--- src/rtl/uart_tx_pkg.sv ---
// Shared UART definitions: state encoding and default baud timing,
// intended for both uart_tx and the future uart_rx.
package uart_tx_pkg;

  localparam int CLK_FREQ_HZ          = 25_000_000;
  localparam int BAUD_RATE            = 115_200;
  localparam int DEFAULT_CLKS_PER_BIT = 217;

  localparam logic [2:0] ST_IDLE  = 3'd0;
  localparam logic [2:0] ST_FETCH = 3'd1;
  localparam logic [2:0] ST_START = 3'd2;
  localparam logic [2:0] ST_DATA  = 3'd3;
  localparam logic [2:0] ST_STOP  = 3'd4;

  typedef enum logic [2:0] {
    IDLE  = ST_IDLE,
    FETCH = ST_FETCH,
    START = ST_START,
    DATA  = ST_DATA,
    STOP  = ST_STOP
  } uart_state_t;

endpackage

--- src/rtl/uart_baud_counter.sv ---
// Bit-period timer: counts 0..CLKS_PER_BIT-1 while enabled and ticks
// bit_done on the last cycle of each bit, wrapping straight back to 0.
module uart_baud_counter
  import uart_tx_pkg::*;
#(
  parameter int CLKS_PER_BIT = DEFAULT_CLKS_PER_BIT
) (
  input  logic i_CLK,
  input  logic clear,
  input  logic enable,
  output logic bit_done
);

  localparam int CW = $clog2(CLKS_PER_BIT);
  localparam logic [CW-1:0] LAST_COUNT = CW'(CLKS_PER_BIT - 1);

  logic [CW-1:0] count;

  assign bit_done = enable && (count == LAST_COUNT);

  always_ff @(posedge i_CLK) begin
    if (clear) begin
      count <= '0;
    end else if (enable) begin
      count <= bit_done ? '0 : count + 1'b1;
    end
  end

endmodule

--- src/rtl/uart_tx.sv ---
// UART transmitter fed from an upstream FIFO with registered read data:
// pop in IDLE, latch in FETCH, then start bit, LSB-first data, stop bit.
module uart_tx
  import uart_tx_pkg::*;
#(
  parameter int CLKS_PER_BIT = DEFAULT_CLKS_PER_BIT,
  parameter int DATA_WIDTH   = 8
) (
  input  logic                  i_CLK,
  input  logic                  i_RESET_n,
  input  logic                  i_Fifo_Empty,
  input  logic [DATA_WIDTH-1:0] i_Fifo_Data,
  output logic                  o_Fifo_Read_EN,
  output logic                  o_TX,
  output logic                  o_Busy,
  output logic                  o_Done
);

  localparam int BW = (DATA_WIDTH > 1) ? $clog2(DATA_WIDTH) : 1;
  localparam logic [BW-1:0] LAST_BIT = BW'(DATA_WIDTH - 1);

  uart_state_t           state;
  logic [DATA_WIDTH-1:0] shift_reg;
  logic [BW-1:0]         bit_idx;
  logic                  bit_done;
  logic                  baud_enable;
  logic                  baud_clear;

  assign o_Fifo_Read_EN = (state == IDLE) && !i_Fifo_Empty && i_RESET_n;
  assign o_Busy         = (state != IDLE) && i_RESET_n;
  assign baud_enable    = (state == START) || (state == DATA) || (state == STOP);
  assign baud_clear     = !i_RESET_n || !baud_enable;

  uart_baud_counter #(
    .CLKS_PER_BIT(CLKS_PER_BIT)
  ) u_baud (
    .i_CLK   (i_CLK),
    .clear   (baud_clear),
    .enable  (baud_enable),
    .bit_done(bit_done)
  );

  // o_TX is updated one edge ahead of each bit so the line is registered.
  always_ff @(posedge i_CLK) begin
    if (!i_RESET_n) begin
      state     <= IDLE;
      o_TX      <= 1'b1;
      o_Done    <= 1'b0;
      bit_idx   <= '0;
      shift_reg <= '0;
    end else begin
      o_Done <= 1'b0;
      case (state)
        IDLE: begin
          if (o_Fifo_Read_EN) state <= FETCH;
        end
        FETCH: begin
          shift_reg <= i_Fifo_Data;
          o_TX      <= 1'b0;
          state     <= START;
        end
        START: begin
          if (bit_done) begin
            o_TX      <= shift_reg[0];
            shift_reg <= shift_reg >> 1;
            bit_idx   <= '0;
            state     <= DATA;
          end
        end
        DATA: begin
          if (bit_done) begin
            if (bit_idx == LAST_BIT) begin
              o_TX    <= 1'b1;
              bit_idx <= '0;
              state   <= STOP;
            end else begin
              o_TX      <= shift_reg[0];
              shift_reg <= shift_reg >> 1;
              bit_idx   <= bit_idx + 1'b1;
            end
          end
        end
        STOP: begin
          if (bit_done) begin
            o_Done <= 1'b1;
            state  <= IDLE;
          end
        end
        default: state <= IDLE;
      endcase
    end
  end

endmodule
--- config.mk ---
export PLATFORM = sky130hd
export DESIGN_NAME = uart_tx
export DESIGN_NICKNAME = d
export VERILOG_FILES = /design/src/rtl/uart_tx_pkg.sv /design/src/rtl/uart_baud_counter.sv /design/src/rtl/uart_tx.sv
export SDC_FILE = /design/constraint.sdc
export NUM_CORES = 1
export LEC_CHECK = 0
export ABC_CLOCK_PERIOD_IN_PS = 3250
export BUFFER_PORTS_ARGS = -buffer_cell sky130_fd_sc_hd__buf_2
export CAP_MARGIN = 25
export CORE_ASPECT_RATIO = 1.25
export CORE_MARGIN = 2
export CORE_UTILIZATION = 50
export CTS_BUF_LIST = sky130_fd_sc_hd__clkbuf_16
export DETAILED_ROUTE_END_ITERATION = 10
export PLACE_DENSITY = 0.7
export SLEW_MARGIN = 20
export SYNTH_ARGS = -nofsm -noshare
export SYNTH_HDL_FRONTEND = slang
export SYNTH_HIERARCHICAL = 1
export SYNTH_SLANG_ARGS = --single-unit
--- constraint.sdc ---
create_clock -name i_CLK -period 3.25 [get_ports i_CLK]
set_input_delay 0.325 -clock i_CLK [delete_from_list [all_inputs] [get_ports i_CLK]]
set_output_delay 0.325 -clock i_CLK [all_outputs]
set_load 0.005 [all_outputs]
==> key figures, run 1 <==
Yosys
  – Top_reg_cell synth: sky130_fd_sc_hd__dfxtp_1
  – Synthesized net count: 163
  – Cell area after synthesis: 1290 µm²
  – Number of distinct standard cells referenced by the synthesized netlist: 41
  – Sequential share of the synthesized area: 0.372
  – Post-synth top area cell: sky130_fd_sc_hd__dfxtp_1
  – Ys async rst share: 0
  – Synth top area cells: sky130_fd_sc_hd__dfxtp_1, sky130_fd_sc_hd__mux2i_1, sky130_fd_sc_hd__nand2_1
  – Synthesized area per cell: 8.72 µm²
  – Number of flops mapped to enable cells by yosys: 0
  – Area share of the leading cell type in the synthesized netlist: 0.372
  – Syn. warnings: 6
  – Synthesized instance count: 148
  – Synthesis-stage register bit count: 24

Clock tree
  – Buffers inserted by post-CTS timing repair: 0
  – Total of hold buffers inserted after clock tree synthesis: 0
  – CTS Root Buffer Type: sky130_fd_sc_hd__clkbuf_16
  – Maximum clock path buffer count: 2
  – Total clock buffers created by CTS: 3
  – Number of sinks on the clock net: 24
  – Post-CTS clock slew at the launch and capture registers of the worst setup and hold paths: 60 ps
  – Post-cts gate resize count: 0
  – Clock latency reported for the late side of the worst-skew pair: 250 ps
  – CTS tree: yes
  – Number of levels the H-tree was split into: 1

Worst setup path
  – Crit path DAT: 2890 ps
  – Type of the worst setup path: register to register
  – R2r setup slk: 550 ps
  – Critical path endpoint category: register
  – Endpoint of the worst-slack reg-to-reg timing path: o_TX
  – Critical path launch point type: register
  – Peak fanout along the critical path: 19
  – Reg2Reg Depth: 7
  – Launch instance of the worst register-to-register path: state[1]
  – CP Data Required Time: 3440 ps

Cells and area
  – Ratio of cells with drive above 1 in the final layout: 0.208
  – Ant diodes: 0
  – Layout-stage area growth over the synthesis result: 12.0%
  – Post-route non-filler standard cell count: 192
  – Filler cell count: 231
  – Post-Layout Inst Area: 1450 µm²
  – Net total in the final layout: 175
  – Register Area: 480 µm²
  – Utilization of the core after routing: 0.589
  – Combined area of the multi-input logic cells: 726 µm²

Power
  – Internal cell power: 516 µW
  – Power share of the combinational group: 0.123
  – Switching power as a share of total power: 0.236
  – Power per unit of standard cell area: 467 nW/µm²
  – Clock network power share: 0.391
  – Max IR drop VDD: 0.257 mV
  – Net switching power: 159 µW
  – Relative contribution of sequential cells to total power: 0.486
  – Leakage Power: 0.000538 µW

Place
  – Area post-placement: 1370 µm²
  – IO buf count: 14
  – Detailed Place HPWL: 1810 µm
  – Placed Cells incl. Taps: 188
  – Last weighted congestion value of the routability-driven placer: 0.773
  – Dpl ws: 581 ps

Die
  – Horiz. Die Dim: 49.4 µm
  – Placement Rows: 20
  – Initial core utilization: 0.526
  – Io pins: 15
  – Die height: 60.8 µm
  – Total die area: 3000 µm²
  – Core outline area: 2450 µm²

Timing
  – Max-slew headroom at the worst pin: 0.628
  – Final setup skew: 4.71 ps
  – Fin. Hold Viols: 0
  – Highest attainable clock frequency: 0.371 GHz
  – Slew at the pin closest to its max-slew limit: 557 ps
  – Final Max Tran Viols: 0
  – RSZ-0062 raised after global routing: no
  – Total negative setup slack: 0 ps
  – Smallest setup slack after layout: 553 ps
  – Finish-stage setup viols: 0
  – Fraction of the cycle the final worst path needs: 0.830
  – Final worst path period need: 2700 ps

Routing
  – Highest routed metal layer: met4
  – Post-route ant nets: 0
  – Via density per instance: 5.54
  – Number of DRC violations after detailed routing: 0
  – Overall via count from detail_route: 1063
  – WL final: 2510 µm
  – Routed metal-1 wirelength: 1230 µm
  – Routed met3 length: 41 µm
  – DR iter-0 viols: 18
  – Detail-routed net length per standard cell: 13.1 µm
  – Met2 wire length: 1200 µm
  – First drt pass iteration count: 4

GRT
  – Pin count of the biggest net entering global routing: 20
  – Tot GR Track Use: 0.188
  – Initial antenna violation count: 0
  – GRT overflow: 0
  – Vias in the first global route: 994
  – Global-route wire length before repair: 4390 µm

Hold path
  – Number of cells on the worst hold path: 2
  – End point of the most critical hold path: state[0]
  – Startpoint of the tightest hold check path: i_Fifo_Empty
  – Class of the most critical hold timing path: input pin to register

Flow run
  – Number of max-capacitance violations reported: 0

Status
  – Result of the run: finished clean
==> metrics by stage <==
step                hold slack, ps  power [µW]
floorplan                      438         402
global placement               446         416
detailed placement             456         418
CTS                            314         679
global route                   329         706
finish                         309         675
==> power by group through the flow <==
stage                     sequential [µW]  combinational (µW)  clock, µW
after global routing                  330                93.4        282
final                                 328                83.1        264
after floorplan                       324                78.7          0
after detailed placement              334                83.9          0
after global placement                333                82.3          0
after CTS                             328                84.1        267
==> worst max-delay path, stage by stage, from the launching register on <==
cell	delay [ps]
sky130_fd_sc_hd__dfxtp_1	670
sky130_fd_sc_hd__inv_1	110
sky130_fd_sc_hd__o21ai_0	390
sky130_fd_sc_hd__nand4bb_4	180
sky130_fd_sc_hd__nor3_1	450
sky130_fd_sc_hd__nand2_1	230
sky130_fd_sc_hd__or4_1	520
sky130_fd_sc_hd__nand3_1	90
==> cell families after synthesis <==
kind of cell	Yosys count	share of synthesized area
compound gates	34	0.178
simple gates	58	0.261
xor+xnor	2	0.0136
flops	24	0.372
buf+inv	17	0.0650
fa+ha+maj	4	0.0388
mux	9	0.0708
==> cells in the mapped netlist, drive strengths merged (2+ instances only) <==
| master | n |
|---|---|
| mux2i | 8 |
| nand4b | 2 |
| nand2 | 18 |
| or2 | 7 |
| nand3 | 5 |
| o211ai | 9 |
| a21oi | 7 |
| clkbuf | 2 |
| ha | 4 |
| o311ai | 2 |
| or4 | 2 |
| or3 | 2 |
| inv | 7 |
| nand2b | 2 |
| buf | 8 |
| a31oi | 3 |
| nor2 | 5 |
| o21ai | 6 |
| nor3 | 6 |
| dfxtp | 24 |
| xor2 | 2 |
| nand4 | 3 |
==> cell usage in the layout (no fill, tap or decap), types with 2 or more instances in the layout <==
master / netlist / final
sky130_fd_sc_hd__a21oi_1: 7 / 7
sky130_fd_sc_hd__a31oi_1: 3 / 3
sky130_fd_sc_hd__buf_2: 4 / 14
sky130_fd_sc_hd__buf_4: 2 / 3
sky130_fd_sc_hd__clkbuf_16: 0 / 3
sky130_fd_sc_hd__dfxtp_1: 24 / 24
sky130_fd_sc_hd__ha_1: 4 / 4
sky130_fd_sc_hd__inv_1: 7 / 7
sky130_fd_sc_hd__mux2i_1: 8 / 8
sky130_fd_sc_hd__nand2_1: 18 / 18
sky130_fd_sc_hd__nand2b_1: 2 / 2
sky130_fd_sc_hd__nand3_1: 5 / 5
sky130_fd_sc_hd__nand4_1: 2 / 2
sky130_fd_sc_hd__nand4b_1: 2 / 2
sky130_fd_sc_hd__nor2_1: 5 / 5
sky130_fd_sc_hd__nor3_1: 6 / 6
sky130_fd_sc_hd__o211ai_1: 9 / 9
sky130_fd_sc_hd__o21ai_0: 6 / 6
sky130_fd_sc_hd__o311ai_0: 2 / 2
sky130_fd_sc_hd__or2_2: 7 / 7
sky130_fd_sc_hd__or4_1: 2 / 2
sky130_fd_sc_hd__xor2_1: 2 / 2
==> worst max path at each step <==
| stage | startpoint | end | slack [ps] | depth (start not counted) |
|---|---|---|---|---|
| 2_1_floorplan | state[1] | o_TX | 550 | 9 |
| 3_3_place_gp | state[1] | shift_reg[0] | 700 | 7 |
| 3_5_place_dp | state[1] | shift_reg[6] | 580 | 7 |
| 4_1_cts | state[1] | shift_reg[3] | 550 | 7 |
| 5_1_grt | state[1] | o_TX | 300 | 7 |
| 6_report | state[1] | o_TX | 550 | 7 |
==> area by class of cell <==
cell class	count	share of cell area
Multi-Input combinational cell	107	0.502
Sequential cell	24	0.332
Timing Repair Buffer	17	0.0641
Clock buffer	3	0.0519
Tap cell	33	0.0286
Inverter	7	0.0182
Clock inverter	1	0.00260
==> layer usage <==
metal	track usage	up-vias
met1	0.240	490
met2	0.319	10
met5	0	-
met3	0.0296	4
li1	-	559
met4	0.0833	0
(Power assumes the default switching activity.)
==> run 2: changes to the inputs <==
--- a/config.mk
+++ b/config.mk
@@ -5,7 +5,8 @@
 export SDC_FILE = /design/constraint.sdc
 export NUM_CORES = 1
 export LEC_CHECK = 0
-export ABC_CLOCK_PERIOD_IN_PS = 3250
+export ABC_AREA = 1
+export ABC_CLOCK_PERIOD_IN_PS = 2600
 export BUFFER_PORTS_ARGS = -buffer_cell sky130_fd_sc_hd__buf_2
 export CAP_MARGIN = 25
 export CORE_ASPECT_RATIO = 1.25
==> constraint.sdc (replaced) <==
create_clock -name i_CLK -period 2.6 [get_ports i_CLK]
set_input_delay 0.26 -clock i_CLK [delete_from_list [all_inputs] [get_ports i_CLK]]
set_output_delay 0.26 -clock i_CLK [all_outputs]
set_load 0.005 [all_outputs]
==> run 2 against run 1 <==
  * Area after synthesis increased by 1.9%
  * Combinational power grew to 6.8 times the previous value
  * Die area up 1.8%
  * Fmax is 22% higher
  * Routed wire length fell by 3.9%
  * Sequential power rose by 45%
  * Sequential share of layout area shrank 0.81 points
  * Clock skew shrank 2.4 ps
  * Global-route usage shrank 1.4 points
  * Critical path type unchanged
==> key figures, run 2 <==
Status
  – Result of the run: finished clean

Yosys
  – Number of distinct standard cells referenced by the synthesized netlist: 24 (-41%)
  – Most repeated cell in the gate-level netlist after synthesis: sky130_fd_sc_hd__nand2_1
  – Syn. warnings: 6 (unchanged)
  – Top_reg_cell synth: sky130_fd_sc_hd__dfxtp_1
  – Ys async rst share: 0 (unchanged)
  – Number of flops mapped to enable cells by yosys: 0 (unchanged)
  – Synth top area cells: sky130_fd_sc_hd__dfxtp_1, sky130_fd_sc_hd__nand2_1, sky130_fd_sc_hd__nor2_1
  – Synthesized area per cell: 6.64 µm² (-24%)
  – Top cell types by occurrence after synthesis: sky130_fd_sc_hd__nand2_1, sky130_fd_sc_hd__nor2_1, sky130_fd_sc_hd__inv_1, sky130_fd_sc_hd__dfxtp_1, sky130_fd_sc_hd__nand3_1
  – Cell area after synthesis: 1320 µm² (+1.9%)
  – Synthesis-stage register bit count: 24 (unchanged)
  – Synthesized instance count: 198 (+34%)
  – Area share of the leading cell type in the synthesized netlist: 0.365 (-0.00709)
  – Post-synth top area cell: sky130_fd_sc_hd__dfxtp_1
  – Synthesized net count: 213 (+31%)
  – Sequential share of the synthesized area: 0.365 (-0.00709)

Timing
  – Max-slew headroom at the worst pin: 0.817 (+0.189)
  – Highest attainable clock frequency: 0.451 GHz (+22%)
  – Final setup skew: 2.28 ps (-2.43 ps)
  – RSZ-0062 raised after global routing: no
  – Slew at the pin closest to its max-slew limit: 275 ps (-283 ps)
  – Fraction of the cycle the final worst path needs: 0.852 (+0.0223)
  – Finish-stage setup viols: 0 (unchanged)
  – Total negative setup slack: 0 ps (unchanged)
  – Final worst path period need: 2220 ps (-481 ps)
  – Fin. Hold Viols: 0 (unchanged)
  – Final Max Tran Viols: 0 (unchanged)

Cells and area
  – Ant diodes: 0 (unchanged)
  – Post-Layout Inst Area: 1480 µm² (+2.5%)
  – Layout-stage area growth over the synthesis result: 12.7%
  – Ratio of cells with drive above 1 in the final layout: 0.164 (-0.0432)
  – Most frequent standard cell in the layout excluding fill and tap cells: sky130_fd_sc_hd__nand2_1
  – Most used cells in the layout excluding fill and tap cells: sky130_fd_sc_hd__nand2_1, sky130_fd_sc_hd__nor2_1, sky130_fd_sc_hd__inv_1
  – Net total in the final layout: 229 (+31%)
  – Filler cell count: 230 (-0.43%)
  – Post-route non-filler standard cell count: 246 (+28%)

Die
  – Io pins: 15 (unchanged)
  – Die height: 61.3 µm (+0.90%)
  – Core outline area: 2480 µm² (+1.0%)
  – Total die area: 3060 µm² (+1.8%)
  – Initial core utilization: 0.531 (+0.00479)
  – Placement Rows: 20 (unchanged)
  – Horiz. Die Dim: 49.9 µm (+0.89%)

Routing
  – Via density per instance: 4.82 (-13%)
  – Number of DRC violations after detailed routing: 0 (unchanged)
  – WL final: 2410 µm (-3.9%)
  – First drt pass iteration count: 4 (unchanged)
  – Post-route ant nets: 0 (unchanged)
  – Detail-routed net length per standard cell: 9.80 µm (-25%)
  – Overall via count from detail_route: 1186 (+12%)
  – DR iter-0 viols: 21 (+3)

Power
  – Power per unit of standard cell area: 920 nW/µm² (+97%)
  – Switching power as a share of total power: 0.392 (+0.156)
  – Clock network power share: 0.238 (-0.153)
  – Relative contribution of sequential cells to total power: 0.348 (-0.138)
  – Power share of the combinational group: 0.414 (+0.291)
  – Leakage Power: 0.000683 µW (+27%)
  – Net switching power: 534 µW (+240%)
  – Internal cell power: 829 µW (+61%)
  – Max IR drop VDD: 0.515 mV (+100%)

Place
  – Last weighted congestion value of the routability-driven placer: 0.856 (+11%)
  – IO buf count: 14 (unchanged)
  – Area post-placement: 1400 µm² (+2.5%)
  – Placed Cells incl. Taps: 242 (+29%)
  – Detailed Place HPWL: 1850 µm (+2.1%)

Clock tree
  – Maximum clock path buffer count: 2 (unchanged)
  – Post-CTS clock slew at the launch and capture registers of the worst setup and hold paths: 60 ps (about the same)
  – Total clock buffers created by CTS: 3 (unchanged)
  – Clock latency reported for the late side of the worst-skew pair: 250 ps (about the same)
  – CTS Root Buffer Type: sky130_fd_sc_hd__clkbuf_16
  – CTS tree: yes
  – Buffers inserted by post-CTS timing repair: 0 (unchanged)
  – Number of levels the H-tree was split into: 1 (unchanged)
  – Number of sinks on the clock net: 24 (unchanged)

Worst setup path
  – CP Data Required Time: 2750 ps (-690 ps)
  – Critical path endpoint category: register
  – Critical path launch point type: register
  – Launch instance of the worst register-to-register path: state[0]
  – Endpoint of the worst-slack reg-to-reg timing path: state[1]
  – Peak fanout along the critical path: 16 (-3)
  – Type of the worst setup path: register to register
  – Worst setup path endpoint: state[1]
  – Reg2Reg Depth: 16 (+9)
  – Worst setup path start: state[0]
  – Crit path DAT: 2360 ps (-530 ps)
  – R2r setup slk: 380 ps (-170 ps)

GRT
  – Global-route wire length before repair: 4070 µm (-7.2%)
  – GRT overflow: 0 (unchanged)
  – Tot GR Track Use: 0.174 (-0.0139)
  – Pin count of the biggest net entering global routing: 17 (-15%)
  – Vias in the first global route: 1013 (+1.9%)
  – Initial antenna violation count: 0 (unchanged)

Hold path
  – Class of the most critical hold timing path: input pin to register

Flow run
  – Number of max-capacitance violations reported: 0 (unchanged)
-- run 2: cell count changes after synthesis, sizes merged, moves of 8 or more --
cell	before	now
mux2i	8	0
nand3	5	19
nor2	5	39
inv	7	29
nand2	18	54
o211ai	9	0
-- run 2: what timing repair did --
action | CTS | global route
resized for setup | 0 | 1
hold buffers | 0 | 0
endpoints found under the setup margin | 0 | 1
-- run 2: per-stage QoR --
stage / utilization / hold slack, ps / total power, µW / setup WS [ps]
6_report: 0.598 / 335 / 1360 / 384
5_1_grt: 0.598 / 355 / 1500 / 107
4_1_cts: 0.597 / 335 / 1380 / 282
3_5_place_dp: 0.565 / 465 / 1050 / 288
3_3_place_gp: 0.565 / 450 / 1030 / 403
2_1_floorplan: - / 396 / 985 / 496
-- run 2: worst max-delay path, stage by stage (launching register included) --
cell,delay (ps)
sky130_fd_sc_hd__dfxtp_1,370
sky130_fd_sc_hd__nor2_2,210
sky130_fd_sc_hd__nand2_2,100
sky130_fd_sc_hd__nand2_4,90
sky130_fd_sc_hd__inv_2,120
sky130_fd_sc_hd__nand2_2,160
sky130_fd_sc_hd__nand2_1,70
sky130_fd_sc_hd__nor2_1,130
sky130_fd_sc_hd__nand2_2,110
sky130_fd_sc_hd__inv_1,80
sky130_fd_sc_hd__inv_1,90
sky130_fd_sc_hd__nand3_1,110
sky130_fd_sc_hd__nand2_1,70
sky130_fd_sc_hd__inv_1,60
sky130_fd_sc_hd__nand3_1,100
sky130_fd_sc_hd__o21ai_0,170
sky130_fd_sc_hd__inv_1,50
-- run 2: area by class of cell --
class	instances	area (µm²)	share of cell area
clock buffers	3	75.1	0.0507
clock inverters	1	3.75	0.00253
inverters	29	109	0.0735
multi-input cells	142	702	0.474
flip-flops and latches	24	480	0.324
well taps	33	41.3	0.0279
repair buffers	14	70.1	0.0473
-- run 2: cell families (layout without fill, tap and decap cells) --
logic type | Yosys count | count (layout) | synth area share
AND/OR/NAND/NOR | 116 | 116 | 0.403
AO/OA/AOI/OAI | 20 | 20 | 0.0771
adder cells (fa/ha/maj) | 4 | 4 | 0.0381
flip-flops | 24 | 24 | 0.365
XOR/XNOR | 2 | 2 | 0.0133
buffers and inverters | 32 | 47 | 0.103
-- run 2: how the worst min path moves through the flow --
stage	cells after the start	endpoint	slack, ps	start
6_report	5	shift_reg[6]	340	i_Fifo_Data[6]
4_1_cts	5	shift_reg[6]	330	i_Fifo_Data[6]
3_5_place_dp	2	bit_idx[2]	470	bit_idx[2]
5_1_grt	2	o_TX	350	i_RESET_n
3_3_place_gp	2	o_TX	450	o_TX
2_1_floorplan	2	bit_idx[0]	400	i_RESET_n
-- run 2: layer usage --
| layer | up-vias | routed length (µm) | global-route usage | part of all wire |
|---|---|---|---|---|
| met1 | 519 | 1030 | 0.182 | 0.43 |
| met2 | 18 | 1280 | 0.341 | 0.53 |
| met3 | 5 | 70 | 0.0364 | 0.029 |
| met4 | 0 | 31 | 0.0714 | 0.013 |
| met5 | - | 0 | 0 | 0 |
| li1 | 644 | - | - | - |
-- run 2: power by group through the flow --
stage | logic [µW] | clock network, µW | registers [µW]
6_report | 564 | 324 | 475
5_1_grt | 670 | 350 | 481
4_1_cts | 567 | 337 | 474
3_5_place_dp | 566 | 0 | 483
3_3_place_gp | 557 | 0 | 477
2_1_floorplan | 512 | 0 | 473
